File: src/rtl/bin2bcd_seq.sv
// Sequential double-dabble binary-to-BCD converter: one shift per clock, start/busy/done handshake.
// Optional build macro BIN2BCD_BLANK_EN replaces leading zero digits above digit 0 with 4'hF.
module bin2bcd_seq #(
    parameter int WIDTH  = 13,
    parameter int DIGITS = 4
) (
    input  logic                  clk,
    input  logic                  rst,
    input  logic                  start,
    input  logic [WIDTH-1:0]      bin,
    output logic                  busy,
    output logic                  done,
    output logic [4*DIGITS-1:0]   bcd
);

    localparam int SW = 4 * DIGITS;
    localparam int CW = $clog2(WIDTH + 1);

    if ((2 ** WIDTH) > (10 ** DIGITS)) begin : g_param_check
        $error("bin2bcd_seq: 2**WIDTH-1 exceeds the range of DIGITS BCD digits");
    end

    typedef enum logic [1:0] {
        S_IDLE  = 2'd0,
        S_SHIFT = 2'd1,
        S_DONE  = 2'd2
    } state_t;

    state_t            r_state;
    logic [WIDTH-1:0]  r_shreg;
    logic [SW-1:0]     r_scratch;
    logic [CW-1:0]     r_cnt;
    logic [SW-1:0]     r_bcd;

    state_t            w_state_nxt;
    logic [WIDTH-1:0]  w_shreg_nxt;
    logic [SW-1:0]     w_scratch_nxt;
    logic [CW-1:0]     w_cnt_nxt;
    logic [SW-1:0]     w_bcd_nxt;

    logic [SW-1:0]     w_shift_scratch;
    logic [WIDTH-1:0]  w_shift_shreg;
    logic [SW-1:0]     w_load;
    logic [3:0]        w_digit;

    function automatic logic [3:0] add3(input logic [3:0] d);
        return (d >= 4'd5) ? (d + 4'd3) : d;
    endfunction

    // Correct every digit, then shift {scratch,shreg} left by one. The MSB of the
    // top corrected digit is always 0 under the parameter constraint and is dropped.
    always_comb begin
        w_shift_scratch    = '0;
        w_digit            = '0;
        w_shift_scratch[0] = r_shreg[WIDTH-1];
        for (int d = 0; d < DIGITS; d++) begin
            w_digit = add3(r_scratch[4*d +: 4]);
            w_shift_scratch[4*d+1 +: 3] = w_digit[2:0];
            if (d < DIGITS - 1) begin
                w_shift_scratch[4*d+4] = w_digit[3];
            end
        end
        w_shift_shreg = {r_shreg[WIDTH-2:0], 1'b0};
    end

`ifdef BIN2BCD_BLANK_EN
    logic w_lead;
    always_comb begin
        w_load = w_shift_scratch;
        w_lead = 1'b1;
        for (int d = DIGITS - 1; d >= 1; d--) begin
            if (w_lead && (w_shift_scratch[4*d +: 4] == 4'd0)) begin
                w_load[4*d +: 4] = 4'hF;
            end else begin
                w_lead = 1'b0;
            end
        end
    end
`else
    always_comb begin
        w_load = w_shift_scratch;
    end
`endif

    always_comb begin
        w_state_nxt   = r_state;
        w_shreg_nxt   = r_shreg;
        w_scratch_nxt = r_scratch;
        w_cnt_nxt     = r_cnt;
        w_bcd_nxt     = r_bcd;
        case (r_state)
            S_IDLE, S_DONE: begin
                // DONE accepts a new start exactly like IDLE, giving back-to-back throughput.
                if (start) begin
                    w_shreg_nxt   = bin;
                    w_scratch_nxt = '0;
                    w_cnt_nxt     = '0;
                    w_state_nxt   = S_SHIFT;
                end else begin
                    w_state_nxt   = S_IDLE;
                end
            end
            S_SHIFT: begin
                w_shreg_nxt   = w_shift_shreg;
                w_scratch_nxt = w_shift_scratch;
                w_cnt_nxt     = r_cnt + CW'(1);
                if (r_cnt == CW'(WIDTH - 1)) begin
                    w_bcd_nxt   = w_load;
                    w_state_nxt = S_DONE;
                end
            end
            default: begin
                w_state_nxt = S_IDLE;
            end
        endcase
    end

    always_ff @(posedge clk or posedge rst) begin
        if (rst) begin
            r_state   <= S_IDLE;
            r_shreg   <= '0;
            r_scratch <= '0;
            r_cnt     <= '0;
            r_bcd     <= '0;
        end else begin
            r_state   <= w_state_nxt;
            r_shreg   <= w_shreg_nxt;
            r_scratch <= w_scratch_nxt;
            r_cnt     <= w_cnt_nxt;
            r_bcd     <= w_bcd_nxt;
        end
    end

    assign busy = (r_state == S_SHIFT);
    assign done = (r_state == S_DONE);
    assign bcd  = r_bcd;

endmodule

File: config.mk
export PLATFORM = sky130hd
export DESIGN_NAME = bin2bcd_seq
export DESIGN_NICKNAME = d
export VERILOG_FILES = /design/src/rtl/bin2bcd_seq.sv
export SDC_FILE = /design/constraint.sdc
export NUM_CORES = 1
export LEC_CHECK = 0
export CAP_MARGIN = 0
export CORE_MARGIN = 10
export CORE_UTILIZATION = 29
export DETAILED_ROUTE_END_ITERATION = 7
export GPL_TIMING_DRIVEN = 1
export PLACE_DENSITY = 0.54
export SYNTH_ARGS = -nofsm -noshare
export SYNTH_HDL_FRONTEND = slang
export SYNTH_SLANG_ARGS = --single-unit
File: constraint.sdc
create_clock -name clk -period 2.43 [get_ports clk]
set_input_delay 0.243 -clock clk [delete_from_list [all_inputs] [get_ports clk]]
set_output_delay 0.243 -clock clk [all_outputs]
set_load 0.1 [all_outputs]
# --- Yosys cells after proc, flatten, opt, wreduce, memory -nomap -nowiden ---
# Cells that the tools add are included.
word_totals:
  ff_bits: 51
  in_bits: 16
  output_inout_bits: 18
  elab_cells: 37
op_classes:
  n_addsub: 5
  order_cmp: 4
  n_eq_ne: 5
  mux: 13
  n_reduce_logical: 5
ops:
  columns: ["operator", "count"]
  rows:
  - ["$pmux W16 S2", 1]
  - ["$pmux W13 S2", 1]
  - ["$ge A4 B3 Y1 const B", 4]
  - ["$mux W16", 1]
  - ["$mux W4", 4]
  - ["$mux W13", 1]
  - ["$add A4 B2 Y4 const B", 3]
  - ["$pmux W4 S2", 1]
  - ["$add A4 B1 Y4 const B", 1]
  - ["$eq A4 B4 Y1 const B", 1]
  - ["$pmux W2 S2", 1]
  - ["$reduce_and A2 Y1", 2]
  - ["$add A3 B2 Y3 const B", 1]
  - ["$mux W3", 1]
  - ["$eq A2 B1 Y1 const B", 1]
  - ["$eq A2 B2 Y1 const B", 1]
  - ["$logic_not A2 Y1", 1]
  - ["$mux W2", 1]
  - ["$ne A2 B1 Y1 const B", 1]
  - ["$ne A2 B2 Y1 const B", 1]
  - ["$reduce_bool A2 Y1", 1]
  - ["$reduce_or A2 Y1", 1]
  - ["$mux W1", 1]

# --- Longest topological paths before layout ---
depth:
  depth_word: 4
  ltp_mapped: 8
  ltp_nobuf: 6

# --- Worst setup path after synthesis ---
# No wires, ideal clock.
synth_timing:
  kind: "register to output"
  startpoint: "reg r_state[0]"
  endpoint: "out done"
  arrival_ns: 1.738
  path_slack_ns: 0.449
  path_stages_with_launch: 2
  n_path_buf: 0
  path_cell_list: "dfrtp_1 nor2b_1"
synth_via:
  elab_chain_cells: 1
synth_rtl:
  columns: ["item", "line", "text"]
  rows:
  - ["start: declaration", "29", "state_t r_state;"]
  - ["start signal: assignment", "126", "r_state <= w_state_nxt;"]
  - ["$eq A2 B2 Y1", "135", "assign done = (r_state == S_DONE);"]
  - ["end: declaration", "12", "output logic done,"]
# No other way between the ends.

# --- Worst setup path after layout ---
layout_timing:
  startpoint: "reg r_state[1]"
  endpoint: "out busy"
layout_via:
  elab_chain_cells: 1
layout_rtl:
  columns: ["item", "line", "text"]
  rows:
  - ["$eq A2 B1 Y1", "134", "assign busy = (r_state == S_SHIFT);"]
  - ["end: declaration", "11", "output logic busy,"]
# No other way between the ends.

==> flow_summary.json <==
{
  "status": "finished, final reports clean",
  "holdBufCountCts": 0,
  "synth.distinct_cells": 28,
  "hold_viol_final": 0,
  "cp.arrival_ns": 1.48,
  "end_kind": "output pin",
  "htree_num_levels": 2,
  "place_congestion": 0.7569,
  "clock_latency_ns": 0.30,
  "clock_path_buffers": 2,
  "n_antenna_cell": 0,
  "wl_per_cell_um": 13.61,
  "finalMaxSlewViolations": 0,
  "overflow": 0,
  "synth_top_area_share_pct": 53.32,
  "cap_violations": 0,
  "rsz0062_at_grt": "false",
  "crit_required_ns": 2.19,
  "fp.dieH_um": 110.9,
  "path_cells": "nand2b_1 -> inv_2 -> buf_4 -> buf_12",
  "ys_top_cells_by_count": "dfrtp_1, nand2_1, a21oi_1, o21ai_0, a22oi_1",
  "synth_seq_area_share_pct": 53.32,
  "syn_area_per_cell_um2": 10.54,
  "yosysWarnings": 0,
  "max_stage_delay_ns": 0.38,
  "grt_pass1_wl_mm": 8.721,
  "antenna_found_initial": 0,
  "start_kind": "register",
  "die_w_um": 110.9,
  "routed_wl_mm": 4.995,
  "clk_pin_slew_ns": 0.09,
  "yosys.area.top_type": "dfrtp_1",
  "synthCells": 227,
  "track_usage_pct": 8.241,
  "via_per_inst": 4.651,
  "ios": 34,
  "nNetsFinal": 288,
  "async_flop_share_pct": 100.0,
  "grt_pass1_vias": 1783,
  "synth_ff_type": "dfrtp_1",
  "io_buffers": 33,
  "cts_sinks": 51,
  "hpwl_mm": 3.474,
  "cts-root-buf": "clkbuf_8",
  "synth_nets": 253,
  "cts_buffers": 5,
  "fmax_ghz": 0.5808,
  "post_cts_buffers": 0,
  "finalCritPeriodShare_pct": 70.85,
  "critPathBufInv": 3,
  "synth_most_common_cell": "dfrtp_1",
  "min_period_ns": 1.722,
  "syn_to_final_growth_pct": 21.28,
  "antenna_left": 0,
  "coreArea_um2": 8134,
  "relSlewSlack_pct": 61.00,
  "fill_cells": 826,
  "crit_path_max_fanout": 28,
  "ys_seq_elements": 51,
  "design_area_um2": 2903,
  "synth.top_cells.by_area": "dfrtp_1, nand2_1, ha_1",
  "vias": 1707,
  "drt-pass1-iter-count": 4,
  "grt_max_degree": 29,
  "synth-edff-count": 0,
  "tns_ns": 0,
  "skew_ns": 0.004887,
  "path_class": "register to output pin",
  "tightest_slew_ns": 0.5842,
  "die_area_um2": 12290,
  "r2r_slack_ns": 0.75,
  "num_rows": 33,
  "drc": 0,
  "utilization_pct": 35.69,
  "drt-initial-drc-count": 62,
  "cts_resized": 0,
  "min_path_type": "primary input to async pin",
  "crit_family": "buffers and inverters",
  "drive_gt1_share_pct": 18.70,
  "initial_core_util_pct": 29.43,
  "cts_tree": "yes",
  "dpl-instance-area_um2": 2815,
  "setup_viol": 0,
  "syn-cell-area_um2": 2394,
  "cp_slowest_cell": "dfrtp_1"
}
[state kept, by name, indices dropped and copies added, names as in the netlist]
signal	cells
bcd	16
r_scratch	16
r_shreg	13
r_cnt	4
r_state	2
[layout make-up]
class,instances,area [µm²],area share (%)
clock buffer,6,82.58,2.845
clock inverter,1,5.005,0.1724
inverter,12,45.04,1.552
multi-input combinational,153,1007,34.70
sequential,51,1276,43.97
tap,105,131.4,4.526
timing repair buffer,39,355.3,12.24
[cells by family after synthesis]
logic type / Yosys count / synth area share, %
xor gates and xnor gates: 4 / 1.464
buffers and inverters: 23 / 4.705
AOI/OAI and AO/OA: 56 / 15.00
muxes: 12 / 5.959
adders and majority gates: 10 / 5.227
and+or+nand+nor: 71 / 14.32
DFF: 51 / 53.32
[metal layers]
metal	track usage (%)	vias to the layer above	share of wire [%]
met2	11.95	31	43
met1	10.92	814	51
met3	3.517	4	6.4
met4	2.083	0	0.54
li1	-	858	-
met5	0	-	0
[layout by cell type (no fill, tap or decap), types with 10 or more instances in the layout]
master           count
clkdlybuf4s50_1     15
ha_1                10
o21ai_0             15
dfrtp_1             51
a22o_1              10
a21oi_1             16
nand2_1             34
a22oi_1             12
inv_1               10
buf_4               22
[path summary, 6_finish.rpt]
check / to / startpoint / cells after the start
min: r_cnt[2] / rst / 2
max reg2reg: r_scratch[10] / r_scratch[8] / 6
max: busy / r_state[1] / 4
max in group asynchronous: r_scratch[11] / rst / 3
min in group clk: r_shreg[4] / r_shreg[4] / 2
min reg2reg: r_shreg[4] / r_shreg[4] / 2
[per-stage QoR]
stage                     cells  hold slack, ns  setup slack (ns)
after floorplan             227          0.3711            0.4494
after global placement      360          0.4615            0.8245
after detailed placement    360          0.4684            0.7319
after CTS                   367          0.3554            0.6883
after global routing        367          0.3915            0.6251
final                       367          0.3236            0.7082
Power is not shown: default switching activity piles up to over one toggle a cycle in this logic, so the estimate is an artifact.
